[config.mk]
export PLATFORM = sky130hd
export DESIGN_NAME = req_ack_responder
export DESIGN_NICKNAME = d
export VERILOG_FILES = /design/src/rtl/req_ack_responder.sv
export SDC_FILE = /design/constraint.sdc
export NUM_CORES = 1
export LEC_CHECK = 0
export CAP_MARGIN = 0
export CORE_ASPECT_RATIO = 0.6
export CORE_MARGIN = 10
export CORE_UTILIZATION = 25
export DETAILED_ROUTE_END_ITERATION = 7
export HOLD_SLACK_MARGIN = 0.1
export RECOVER_POWER = 25
export SYNTH_ARGS = -nofsm -noshare
export SYNTH_HDL_FRONTEND = slang
export SYNTH_SLANG_ARGS = --single-unit
[constraint.sdc]
create_clock -name clk -period 2.1 [get_ports clk]
set_input_delay 0.21 -clock clk [delete_from_list [all_inputs] [get_ports clk]]
set_output_delay 0.21 -clock clk [all_outputs]
set_load 0.02 [all_outputs]
[src/rtl/req_ack_responder.sv]
// Req/ack responder: each accepted req is buffered and acked one cycle later.
// A full FIFO rejects the req (drop pulse, counted) unless a pop happens on the same edge.
module req_ack_responder #(
   parameter int DW    = 8,
   parameter int DEPTH = 4,
   parameter int CW    = 8
) (
   input  logic                     clk,
   input  logic                     rst,
   input  logic                     req,
   input  logic [DW-1:0]            req_data,
   output logic                     ack,
   output logic                     drop,
   output logic                     out_valid,
   output logic [DW-1:0]            out_data,
   input  logic                     out_ready,
   output logic [$clog2(DEPTH):0]   count,
   output logic [CW-1:0]            drop_cnt
);

   localparam int AW = $clog2(DEPTH);
   localparam logic [AW:0] FULL_CNT = (AW+1)'(DEPTH);
   localparam logic [AW:0] CNT_ONE  = (AW+1)'(1);
   localparam logic [AW-1:0] PTR_ONE = AW'(1);
   localparam logic [CW-1:0] DC_ONE  = CW'(1);

   logic [DW-1:0] mem [DEPTH];
   logic [AW-1:0] wr_ptr;
   logic [AW-1:0] rd_ptr;
   logic          pop;
   logic          push_ok;
   logic          reject;

   assign out_valid = (count != '0);
   assign out_data  = out_valid ? mem[rd_ptr] : '0;
   assign pop       = out_valid & out_ready;
   // Gated by rst so the unreset memory is never written while in reset.
   assign push_ok   = ~rst & req & ((count < FULL_CNT) | pop);
   assign reject    = ~rst & req & ~push_ok;

   always_ff @(posedge clk) begin
      if (push_ok)
         mem[wr_ptr] <= req_data;
   end

   always_ff @(posedge clk or posedge rst) begin
      if (rst) begin
         ack      <= 1'b0;
         drop     <= 1'b0;
         wr_ptr   <= '0;
         rd_ptr   <= '0;
         count    <= '0;
         drop_cnt <= '0;
      end else begin
         ack  <= push_ok;
         drop <= reject;
         if (reject && (drop_cnt != '1))
            drop_cnt <= drop_cnt + DC_ONE;
         // DEPTH is a power of two, so pointer overflow is the modulo wrap.
         if (push_ok)
            wr_ptr <= wr_ptr + PTR_ONE;
         if (pop)
            rd_ptr <= rd_ptr + PTR_ONE;
         if (push_ok && !pop)
            count <= count + CNT_ONE;
         else if (!push_ok && pop)
            count <= count - CNT_ONE;
      end
   end

endmodule

# Word-level counts from Yosys, hierarchy flattened
# Memories as Yosys holds them, arrays and structs flattened.
# Index checks and enable logic that the tools add are counted.
# totals
output_inout_bits,22
rom_bits,0
mem_count,1
latch_bits,0
in_bits,12
ramBits,32
reg_bits,17
wordCells,33
# mem_list
memory,depth,word_bits,read_ports,rd_ports_with_merged_regs,write_ports,line,source
mem,4,8,1,0,1,27,logic [DW-1:0] mem [DEPTH];
# classes
n_div,0
muxes,5
shift,0
eq_ne,1
bitwise_logic,7
multipliers,0
add_sub_neg,5
n_reduce_logical,7
magnitude_cmp,1
# ops
op,count
8-bit by 1-bit adder with 8-bit output (second input constant),1
8-bit 2-to-1 mux,1
8-bit != test (second input constant),1
3-bit 2-to-1 mux,2
2-bit by 1-bit adder with 2-bit output (second input constant),2
1-bit AND,4
3-bit by 1-bit adder with 3-bit output (second input constant),1
1-bit logical AND,3
3-bit less-than comparator (second input constant),1
3-bit nonzero test,1
3-bit by 1-bit subtractor with 3-bit output (second input constant),1
1-bit logical NOT,2
1-bit 2-to-1 mux,2
1-bit NOT,2
2-bit nonzero test,1
1-bit bitwise OR,1

# Longest topological paths before layout
# Gate-level depths: netlist (run 1).
# depth
word_depth,8
mapped_depth,9
mapped_depth_nobuf,8

# Least setup slack after synthesis (run 1)
# No wires, ideal clock.
# synth_timing
kind,register to register
start,register count[0]
end,register count[2]
setup_ns,0.080
synth_period_minus_slack_ns,2.036
stages_incl_launch_ff,9
path_buffers,0
arrival_time_ns,1.956
path_slack_ns,0.064
cell_sequence,dfrtp_1 -> or3_1 -> nand2_1 -> ha_1 -> inv_1 -> fa_1 -> xor2_1 -> nor2_1 -> xor2_1
# synth_via
elab_chain_cells,7
elab_cells_between_ends,14
classes_between,2 x add/sub; 1 x order compare; 2 x mux; 3 x bitwise; 6 x reduce/logical
# synth_rtl
item,line,source
start: declaration,17,"output logic [$clog2(DEPTH):0] count,"
start signal: assignment,65,count <= count + CNT_ONE;
start signal: assignment,67,count <= count - CNT_ONE;
"parallel branches: the longest is 7 deep, another holds 3-bit less-than comparator",-,
# Parallel ways; which one is timed is not known. The select of a mux whose other input is x is not followed.
# A chain may end at the register's enable or synchronous reset.

# Worst setup path in the final report (run 1)
# layout_timing
start,register rd_ptr[0]
end,output port out_data[4]
# layout_via
elab_chain_cells,2
# layout_rtl
item,line,source
start: declaration,29,logic [AW-1:0] rd_ptr;
start signal: assignment,63,rd_ptr <= rd_ptr + PTR_ONE;
memory read 4 x 8 bit,-,
8-bit 2-to-1 mux,35,assign out_data = out_valid ? mem[rd_ptr] : '0;
end: declaration,15,"output logic [DW-1:0] out_data,"
# No other way between the ends.

==> out/results.tsv, run 1 <==
stage	metric	value	unit
detailed_routing	DRT antenna net count	0	
timing	relative slew slack	35.6	%
synth	Cells after Synth	123	
timing	Final Setup Violations	0	
critical_path	reg2reg start	count[0]$_DFFE_PP0P_	
synth	async set-reset flop share out of synthesis	34.7	%
synth	Synth Register Bits	49	
critical_path	Crit-path slowest cell	mux4_2	
timing	Final Hold Fails	0	
floorplan	die span in y	90.3	µm
placed_design	HPWL after DPL	2950	µm
grt	gr usage total	6.49	%
layout	Antenna diodes	0	
worst_hold_path	Hold Startpoint	drop_cnt[0]$_DFFE_PP0P_	
floorplan	initial core utilization	25.9	%
timing	Slew @ Worst Pin	0.966	ns
clock_network	clk buf depth	2	
worst_hold_path	Tightest Hold Check Type	register to register	
grt	grt ovf	0	
layout	area delta synth->final	32.6	%
layout	area of the multi-input gates	642	µm²
critical_path	arrival time at the worst endpoint	1.79	ns
clock_network	clock slew seen by the registers of the worst setup and hold paths	0.07	ns
clock_network	CTS buffer count	5	
critical_path	Crit Path Class	register to primary output	
timing	post-route setup TNS	0	ns
synth	EDFF count, synth	32	
timing	Period minus WS final	2.00	ns
timing	RSZ-0062 raised after global routing	no	
detailed_routing	First-pass DRT Iterations	4	
synth	Top FF cell, synth	edfxtp_1	
timing	Final Slew Violations	0	
clock_network	H-tree depth	2	
timing	worst clock skew	0.00519	ns
power_and_ir_drop	Pleak	1.03	nW
floorplan	I/O Pins	34	
placed_design	PortBufs	33	
critical_path	Critical path buffers and inverters	2	
power_and_ir_drop	power per cell area	1280	nW/µm²
synth	synth warn	0	
detailed_routing	Avg WL per Cell	14.4	µm
critical_path	startpoint types	register	
critical_path	Crit path required time	1.89	ns
layout	fillers	785	
synth	Yosys top cell area share	46.6	%
clock_network	# hold bufs at CTS	0	
synth	distinct cell type count after synthesis	24	
timing	Max Clk Rate	501	MHz
critical_path	Crit path max-delay family	multiplexers	
synth	top cells by area, synth	edfxtp_1 47%, dfrtp_1 21%, mux4_2 8.7%	
placed_design	Final GP Congestion	0.731	
synth	Avg Synthesized Cell Area	16.8	µm²
grt	vias in the first global route	1193	
run	maxcap violations	0	
critical_path	critical path cell sequence	buf_4 > mux4_2 > and2_1 > dlygate4sd2_1	
clock_network	CTS sink cnt	49	
floorplan	chip width	137	µm
critical_path	slowest stage delay, CP	0.51	ns
grt	global-route wire length before repair	6440	µm
critical_path	crit path capture type	primary output	
floorplan	total core area	7950	µm²
grt	initial antenna violation count	0	
synth	Yosys top cell by area	edfxtp_1	
timing	Tcrit/Tclk final	95.1	%
clock_network	clk_lat worst skew	0.28	ns
layout	Reg area	1390	µm²
power_and_ir_drop	Total Power	3.49	mW
synth	syn nets	142	
run_status	status	complete, no violations	
detailed_routing	vias	1106	
detailed_routing	drt drc	0	
floorplan	die footprint	12400	µm²
clock_network	Clock Tree Root	clkbuf_16	
layout	share of layout cells above drive strength 1	20.6	%
grt	largest net degree at the start of global routing	19	
power_and_ir_drop	maximum vdd drop	426	µV
layout	final cell count without fillers	278	
detailed_routing	WL final	3990	µm
critical_path	worst setup path start	rd_ptr[0]$_DFFE_PP0P_	
critical_path	maximum fanout along the worst path	4	
clock_network	CTS tree	done	
detailed_routing	via/cell ratio	3.98	
synth	sequential share of the synthesized area	67.3	%
floorplan	num rows	25	
detailed_routing	DR iter-0 viols	119	
synth	Post-Syn Area	2060	µm²
placed_design	Placed Instances	270	
layout	nets@finish	188	
[through the flow]
| stage | utilization [%] | setup WS [ns] | instance area, µm² | hold WS [ns] |
|---|---|---|---|---|
| 2_1_floorplan | - | 0.0642 | 2060 | 0.141 |
| 3_3_place_gp | 32.5 | 0.0736 | 2580 | 0.519 |
| 3_5_place_dp | 32.5 | 0.0308 | 2580 | 0.522 |
| 4_1_cts | 34.3 | 0.0725 | 2730 | 0.292 |
| 5_1_grt | 34.4 | 0.0120 | 2730 | 0.572 |
| 6_report | 34.4 | 0.103 | 2730 | 0.527 |
[where the power goes]
group / internal (mW) / switching, mW
combinational: 0.683 / 0.647
sequential: 1.20 / 0.132
clock: 0.459 / 0.368
[cell type report]
type	count	share of cell area, %
multi-input cells	65	23.5
flip-flops and latches	49	50.8
well taps	108	4.95
inverters	5	0.687
clock buffers	5	4.58
repair buffers	43	14.5
clock inverters	3	1.05
[registers in the layout, indices dropped and copies added, names as in the netlist]
name      flops
wr_ptr        2
rd_ptr        2
count         3
ack           1
drop          1
mem          32
drop_cnt      8
[metal layers]
metal | vias up | share of wire [%] | global-route usage, %
li1 | 532 | - | -
met1 | 549 | 49 | 8.83
met2 | 23 | 44 | 9.42
met3 | 2 | 6.9 | 2.78
met4 | 0 | 0.10 | 1.05
met5 | - | 0 | 0
[cells in the final DEF, fill, tap and decap left out, types with 2 or more instances in the layout]
| cell type | Yosys | layout |
|---|---|---|
| nand3_1 | 4 | 4 |
| xor2_1 | 7 | 7 |
| nand2_1 | 3 | 2 |
| and2_1 | 12 | 12 |
| mux4_2 | 8 | 8 |
| clkbuf_16 | 0 | 5 |
| nor2_1 | 5 | 5 |
| nand2b_1 | 2 | 2 |
| buf_4 | 1 | 8 |
| dlygate4sd2_1 | 0 | 8 |
| inv_1 | 5 | 5 |
| nor3_2 | 2 | 2 |
| inv_6 | 0 | 2 |
| mux2_2 | 3 | 3 |
| nand4_1 | 2 | 2 |
| clkdlybuf4s50_1 | 0 | 20 |
| xnor2_1 | 5 | 5 |
| ha_1 | 6 | 6 |
| edfxtp_1 | 32 | 32 |
| dlygate4sd3_1 | 0 | 5 |
| dfrtp_1 | 17 | 16 |
[cell families after synthesis]
kind of cell	after synthesis	synth area share, %
flops	49	67.3
fa+ha+maj	7	4.61
simple gates	33	9.65
xor+xnor	12	5.10
mux	11	10.4
compound gates	2	1.03
buf+inv	9	1.94
[synthesized netlist by cell type (2+ instances only)]
| master | n |
|---|---|
| nand2b_1 | 2 |
| and2_1 | 12 |
| xnor2_1 | 5 |
| inv_1 | 5 |
| nor3_2 | 2 |
| edfxtp_1 | 32 |
| dfrtp_1 | 17 |
| ha_1 | 6 |
| buf_2 | 2 |
| nand2_1 | 3 |
| nand4_1 | 2 |
| mux4_2 | 8 |
| nand3_1 | 4 |
| xor2_1 | 7 |
| nor2_1 | 5 |
| mux2_2 | 3 |
[worst paths after layout]
path,depth (start not counted),endpoint,slack [ns]
min in group asynchronous,3,count[2]$_DFFE_PP0P_,0.69
max in group asynchronous,3,rd_ptr[1]$_DFFE_PP0P_,0.77
setup / recovery,4,out_data[4],0.10
hold reg to reg,1,drop_cnt[0]$_DFFE_PP0P_,0.53
setup reg to reg,8,count[2]$_DFFE_PP0P_,0.12
hold / removal,1,drop_cnt[0]$_DFFE_PP0P_,0.53
[repair_timing]
action                     in CTS  in global routing
resized for setup               9                  3
setup buffers                   0                  0
setup endpoints to repair       8                  2
gates cloned                    0                  0
(Power assumes the default switching activity.)
==> inputs of run 2 (changes only) <==
--- a/config.mk
+++ b/config.mk
@@ -11,6 +11,7 @@
 export CORE_UTILIZATION = 25
 export DETAILED_ROUTE_END_ITERATION = 7
 export HOLD_SLACK_MARGIN = 0.1
+export PLACE_DENSITY = 0.44
 export RECOVER_POWER = 25
 export SYNTH_ARGS = -nofsm -noshare
 export SYNTH_HDL_FRONTEND = slang
==> run 2 against run 1 <==
Effect of this change:
- via count rose by 3.6%
- first-iteration DRC count shrank 47%
- cell area up 0.14%
- routed wire length is 8.3% higher
- clock skew is 0.0011 ns lower
- core utilization barely moved
- die area stayed put
- worst setup slack worse by 0.037 ns
- hold slack worse by 0.011 ns
- critical path depth stayed put
==> out/results.tsv, run 2 (synthesized netlist as in run 1, its figures left out) <==
stage	metric	value	unit	change
layout	area delta synth->final	32.8	%	was 32.6%
power_and_ir_drop	Combinational Power Share	39.0	%	was 38.1%
critical_path	Crit path max-delay family	multiplexers		unchanged
worst_hold_path	Hold Crit Depth	1		unchanged
timing	Slew @ Worst Pin	0.958	ns	was 0.966 ns
clock_network	H-tree depth	2		unchanged
critical_path	arrival time at the worst endpoint	1.82	ns	was 1.79 ns
run_status	status	complete, no violations		unchanged
layout	Top Registers	mem (32), drop_cnt (8), count (3)		unchanged
timing	Period minus WS final	2.03	ns	was 2.00 ns
layout	nets@finish	191		was 188
clock_network	clk_lat worst skew	0.29	ns	was 0.28 ns
clock_network	clk buf depth	2		unchanged
detailed_routing	First-pass DRT Iterations	3		was 4
placed_design	Setup Slack @ Placement	-0.0237	ns	was 0.0308 ns
floorplan	num rows	25		unchanged
grt	global-route wire length before repair	7040	µm	was 6440 µm
layout	Largest register FFs	32		unchanged
layout	final cell count without fillers	281		was 278
clock_network	clock slew seen by the registers of the worst setup and hold paths	0.06	ns	was 0.07 ns
layout	commonest cells after routing, fill and taps aside	32 x edfxtp_1, 21 x clkdlybuf4s50_1, 17 x dfrtp_1		was 32 x edfxtp_1, 20 x clkdlybuf4s50_1, 16 x dfrtp_1
detailed_routing	DR iter-0 viols	63		was 119
worst_hold_path	Tightest Hold Check Type	register to register		unchanged
timing	Final Slew Violations	0		unchanged
grt	gr usage total	7.45	%	was 6.49%
floorplan	die span in y	90.3	µm	unchanged
placed_design	DP Area	2600	µm²	was 2580 µm²
power_and_ir_drop	Reg power frac	38.7	%	was 38.2%
grt	initial antenna violation count	0		unchanged
power_and_ir_drop	P_int	2.31	mW	was 2.34 mW
detailed_routing	Avg WL per Cell	15.4	µm	was 14.4 µm
critical_path	Crit-path slowest cell	mux4_2		unchanged
timing	Final Setup Violations	0		unchanged
critical_path	critical path cell sequence	buf_4 > mux4_2 > and2_1 > dlygate4sd2_1		unchanged
timing	Final Hold Fails	0		unchanged
critical_path	setup slack, reg-to-reg	0.11	ns	was 0.12 ns
power_and_ir_drop	switching portion of total power	32.9	%	about the same
detailed_routing	via/cell ratio	4.08		was 3.98
grt	vias in the first global route	1293		was 1193
critical_path	startpoint types	register		unchanged
clock_network	CTS sink cnt	49		unchanged
power_and_ir_drop	sw power	1.13	mW	was 1.15 mW
timing	Tcrit/Tclk final	96.9	%	was 95.1%
critical_path	slowest stage delay, CP	0.51	ns	about the same
critical_path	FF-to-FF path depth	8		unchanged
floorplan	chip width	137	µm	unchanged
timing	setup ws final	0.0651	ns	was 0.103 ns
power_and_ir_drop	Clock power frac	22.3	%	was 23.7%
detailed_routing	drt drc	0		unchanged
layout	fillers	793		was 785
floorplan	total core area	7950	µm²	unchanged
timing	Max Clk Rate	491	MHz	was 501 MHz
power_and_ir_drop	power per cell area	1260	nW/µm²	was 1280 nW/µm²
run	maxcap violations	0		unchanged
detailed_routing	WL final	4330	µm	was 3990 µm
grt	largest net degree at the start of global routing	18		was 19
detailed_routing	DRT antenna net count	0		unchanged
layout	final core occ	34.4	%	about the same
layout	largest register by flop count	mem		unchanged
clock_network	CTS buffer count	5		unchanged
layout	commonest non-fill, non-tap cell in the layout	edfxtp_1		unchanged
placed_design	Placed Instances	273		was 270
critical_path	crit path capture type	primary output		unchanged
timing	worst clock skew	0.00413	ns	was 0.00519 ns
layout	share of layout cells above drive strength 1	21.4	%	was 20.6%
placed_design	HPWL after DPL	3210	µm	was 2950 µm
critical_path	Critical path buffers and inverters	2		unchanged
placed_design	PortBufs	33		unchanged
power_and_ir_drop	Total Power	3.45	mW	was 3.49 mW
layout	fin area	2740	µm²	was 2730 µm²
grt	grt ovf	0		unchanged
layout	Antenna diodes	0		unchanged
critical_path	R2R Path End	count[2]$_DFFE_PP0P_		unchanged
floorplan	initial core utilization	25.9	%	unchanged
critical_path	maximum fanout along the worst path	6		was 4
clock_network	CTS tree	done		unchanged
detailed_routing	vias	1146		was 1106
worst_hold_path	Hold Startpoint	drop_cnt[7]$_DFFE_PP0P_		was drop_cnt[0]$_DFFE_PP0P_
critical_path	Crit Path Class	register to primary output		unchanged
clock_network	Clock Tree Root	clkbuf_16		unchanged
critical_path	Crit path required time	1.89	ns	about the same
power_and_ir_drop	Pleak	1.04	nW	was 1.03 nW
floorplan	die footprint	12400	µm²	unchanged
worst_hold_path	worst hold path endpoint	drop_cnt[7]$_DFFE_PP0P_		was drop_cnt[0]$_DFFE_PP0P_
clock_network	post-CTS setup buffer count	0		unchanged
timing	relative slew slack	36.1	%	was 35.6%
floorplan	I/O Pins	34		unchanged
placed_design	Final GP Congestion	0.762		was 0.731
power_and_ir_drop	maximum vdd drop	342	µV	was 426 µV
critical_path	reg2reg start	count[0]$_DFFE_PP0P_		unchanged
-- run 2: timing repair --
item	CTS	global route
setup endpoints to repair	8	1
hold buffers	0	0
resized for setup	8	2
-- run 2: power by group through the flow --
stage | clock, mW | sequential [mW] | combinational, mW
2_1_floorplan | 0 | 1.40 | 0.745
3_3_place_gp | 0 | 1.35 | 1.43
3_5_place_dp | 0 | 1.36 | 1.46
4_1_cts | 0.793 | 1.34 | 1.39
5_1_grt | 0.833 | 1.36 | 1.48
6_report | 0.769 | 1.33 | 1.34
-- run 2: worst register-to-register path: stages, from the launching register on --
cell,delay [ns]
dfrtp_1,0.38
or3_1,0.40
nand2_2,0.10
ha_2,0.18
inv_1,0.05
fa_1,0.38
xor2_1,0.15
nor2_1,0.11
xor2_1,0.16
-- run 2: how the worst max path moves through the flow --
| stage | startpoint | slack (ns) | cells after the start | to |
|---|---|---|---|---|
| after floorplan | count[0]$_DFFE_PP0P_ | 0.06 | 8 | count[2]$_DFFE_PP0P_ |
| after global placement | out_ready | 0.06 | 9 | count[2]$_DFFE_PP0P_ |
| after detailed placement | out_ready | -0.02 | 9 | count[2]$_DFFE_PP0P_ |
| after CTS | rd_ptr[0]$_DFFE_PP0P_ | 0.03 | 4 | out_data[0] |
| after global routing | count[0]$_DFFE_PP0P_ | -0.003 | 8 | count[2]$_DFFE_PP0P_ |
| final | rd_ptr[0]$_DFFE_PP0P_ | 0.07 | 4 | out_data[0] |
-- run 2: layout make-up --
class	count	area, µm²	area share [%]
repair buffers	46	414	15.1
multi-input cells	65	639	23.4
well taps	108	135	4.94
inverters	5	18.8	0.686
flip-flops and latches	49	1390	50.7
clock buffers	5	125	4.57
clock inverters	3	17.5	0.640
-- run 2: metrics by stage --
step	hold WS, ns	setup TNS, ns
2_1_floorplan	0.141	0
3_3_place_gp	0.505	0
3_5_place_dp	0.505	-0.0237
4_1_cts	0.286	0
5_1_grt	0.531	-0.00260
6_report	0.516	0
-- run 2: metal layers --
metal,GRT usage [%],wire (µm)
met1,9.00,1930
met2,12.0,2170
met3,2.28,157
met4,3.15,76
met5,0,0
==> inputs of run 3 (changes only) <==
--- a/config.mk
+++ b/config.mk
@@ -7,11 +7,11 @@
 export LEC_CHECK = 0
 export CAP_MARGIN = 0
 export CORE_ASPECT_RATIO = 0.6
-export CORE_MARGIN = 10
 export CORE_UTILIZATION = 25
 export DETAILED_ROUTE_END_ITERATION = 7
+export DONT_BUFFER_PORTS = 1
 export HOLD_SLACK_MARGIN = 0.1
-export PLACE_DENSITY = 0.44
+export PLACE_DENSITY = 0.39
 export RECOVER_POWER = 25
 export SYNTH_ARGS = -nofsm -noshare
 export SYNTH_HDL_FRONTEND = slang
==> run 3 against run 2 <==
Effect of this change:
- power shrank 8.9%
- global-route usage grew 2.3 points
- core utilization shrank 3.4 points
- cell count shrank 11%
- sequential cell count is the same
- worst setup slack gained 0.032 ns
- register-to-register slack is essentially flat
- critical path type is now register to register
- largest power group is now sequential cells
==> out/results.tsv, run 3 (synthesized netlist as in run 1, its figures left out) <==
stage	metric	value	unit	change
critical_path	slowest stage delay, CP	0.39	ns	was 0.51 ns
detailed_routing	vias	1059		was 1146
detailed_routing	via/cell ratio	4.22		was 4.08
detailed_routing	DR iter-0 viols	55		was 63
run	maxcap violations	0		unchanged
timing	Tcrit/Tclk final	95.4	%	was 96.9%
detailed_routing	First-pass DRT Iterations	4		was 3
layout	Top Registers	mem (32), drop_cnt (8), count (3)		unchanged
power_and_ir_drop	Reg power frac	44.2	%	was 38.7%
clock_network	H-tree depth	2		unchanged
critical_path	setup slack, reg-to-reg	0.1	ns	was 0.11 ns
timing	hold_ws	0.108	ns	was 0.516 ns
power_and_ir_drop	Pleak	0.900	nW	was 1.04 nW
grt	vias in the first global route	1077		was 1293
critical_path	critical path cell sequence	or3_1 > nand2_1 > ha_1 > inv_1 > fa_1 > xor2_1 > nor2_1 > xor2_1		was buf_4 > mux4_2 > and2_1 > dlygate4sd2_1
clock_network	Clock Tree Root	clkbuf_16		unchanged
placed_design	Final GP Congestion	0.640		was 0.762
critical_path	maximum fanout along the worst path	2		was 6
layout	share of layout cells above drive strength 1	19.6	%	was 21.4%
critical_path	startpoint types	register		unchanged
layout	area delta synth->final	19.2	%	was 32.8%
grt	global route hottest layer	met2		unchanged
floorplan	die footprint	8620	µm²	was 12400 µm²
timing	RSZ-0062 raised after global routing	no		
clock_network	clk_lat worst skew	0.28	ns	was 0.29 ns
power_and_ir_drop	P_int	2.06	mW	was 2.31 mW
floorplan	total core area	7910	µm²	was 7950 µm²
timing	Slew @ Worst Pin	0.912	ns	was 0.958 ns
layout	largest register by flop count	mem		unchanged
floorplan	initial core utilization	26.0	%	was 25.9%
clock_network	CTS sink cnt	49		unchanged
critical_path	crit-path most repeated cell	xor2_1		
critical_path	Crit path max-delay family	simple AND/OR/NAND/NOR gates		was multiplexers
placed_design	HPWL after DPL	2690	µm	was 3210 µm
critical_path	crit path capture type	register		was primary output
timing	Period minus WS final	2.00	ns	was 2.03 ns
detailed_routing	DRT antenna net count	0		unchanged
timing	worst clock skew	0.00576	ns	was 0.00413 ns
layout	Antenna diodes	0		unchanged
critical_path	arrival time at the worst endpoint	2.21	ns	was 1.82 ns
detailed_routing	WL final	3790	µm	was 4330 µm
power_and_ir_drop	switching portion of total power	34.4	%	was 32.9%
floorplan	chip width	119	µm	was 137 µm
timing	Final Slew Violations	0		unchanged
layout	commonest non-fill, non-tap cell in the layout	edfxtp_1		unchanged
clock_network	Post-CTS Resized	0		was 8
power_and_ir_drop	Combinational Power Share	31.1	%	was 39.0%
grt	gr usage total	9.72	%	was 7.45%
detailed_routing	drt drc	0		unchanged
critical_path	Crit Path Class	register to register		was register to primary output
detailed_routing	Avg WL per Cell	15.1	µm	was 15.4 µm
floorplan	num rows	25		unchanged
grt	largest net degree at the start of global routing	18		unchanged
critical_path	Crit path required time	2.31	ns	was 1.89 ns
layout	Largest register FFs	32		unchanged
run_status	status	complete, no violations		unchanged
timing	Max Clk Rate	499	MHz	was 491 MHz
placed_design	PortBufs	0		was 33
timing	Final Setup Violations	0		unchanged
layout	nets@finish	161		was 191
grt	initial antenna violation count	0		unchanged
floorplan	I/O Pins	34		unchanged
power_and_ir_drop	Clock power frac	24.7	%	was 22.3%
grt	global-route wire length before repair	6090	µm	was 7040 µm
timing	relative slew slack	39.2	%	was 36.1%
clock_network	clock slew seen by the registers of the worst setup and hold paths	0.07	ns	was 0.06 ns
floorplan	die span in y	72.3	µm	was 90.3 µm
power_and_ir_drop	power per cell area	1280	nW/µm²	was 1260 nW/µm²
layout	commonest cells after routing, fill and taps aside	32 x edfxtp_1, 17 x dfrtp_1, 12 x and2_1		was 32 x edfxtp_1, 21 x clkdlybuf4s50_1, 17 x dfrtp_1
clock_network	clk buf depth	2		unchanged
clock_network	CTS tree	done		unchanged
power_and_ir_drop	sw power	1.08	mW	was 1.13 mW
power_and_ir_drop	maximum vdd drop	453	µV	was 342 µV
grt	grt ovf	0		unchanged
timing	post-route setup TNS	0	ns	unchanged
worst_hold_path	Tightest Hold Check Type	input port to register		was register to register
clock_network	CTS buffer count	5		unchanged
critical_path	Critical path buffers and inverters	1		was 2
timing	Final Hold Fails	0		unchanged
grt	grt met2 use	14.0	%	was 12.0%
grt	met3 usage	2.59	%	was 2.28%
critical_path	Crit-path slowest cell	or3_1		was mux4_2
grt	Global Route met1 Usage	13.7	%	was 9.00%
## run 3: layout make-up
class                      count  area, µm²
multi-input combinational     65        634
timing repair buffer          16        139
clock buffer                   6        129
sequential                    49       1390
inverter                       5       18.8
clock inverter                 2       15.0
tap                          108        135
fill                         765       5460
## run 3: path summary, 6_finish.rpt
path,cells after the start,endpoint,start
max in group asynchronous,3,drop$_DFF_PP0_,rst
worst max register to register,8,count[2]$_DFFE_PP0P_,count[0]$_DFFE_PP0P_
worst max-delay path,8,count[2]$_DFFE_PP0P_,count[0]$_DFFE_PP0P_
worst min register to register,1,rd_ptr[0]$_DFFE_PP0P_,rd_ptr[0]$_DFFE_PP0P_
min in group asynchronous,3,drop_cnt[3]$_DFFE_PP0P_,rst
worst min-delay path,2,rd_ptr[1]$_DFFE_PP0P_,out_ready
## run 3: repair_timing
action | 4_1_cts | 5_1_grt
buffers inserted | 0 | 0
hold buffers | 9 | 0
hold endpoints to repair | 49 | 0
endpoints found under the setup margin | 0 | 0
## run 3: metal layers
metal	vias to the layer above	part of all wire (%)
li1	480	-
met1	543	49
met2	28	45
met3	8	4.2
met4	0	1.7
met5	-	0
## run 3: metrics by stage
step                      util [%]  power [mW]  cells  cell area, µm²  setup slack, ns
after floorplan                  -        2.14    123            2060           0.0642
after global placement        28.1        2.36    234            2230            0.174
after detailed placement      28.1        2.40    234            2230            0.122
after CTS                     31.1        3.20    251            2460           0.0882
after global routing          31.1        3.31    251            2460          0.00520
final                         31.1        3.14    251            2460           0.0968
## run 3: power groups by stage
stage          logic [mW]  clock network (mW)  registers, mW
2_1_floorplan       0.745                   0           1.40
3_3_place_gp        0.957                   0           1.40
3_5_place_dp        0.983                   0           1.41
4_1_cts              1.01               0.802           1.39
5_1_grt              1.07               0.835           1.41
6_report            0.976               0.774           1.39
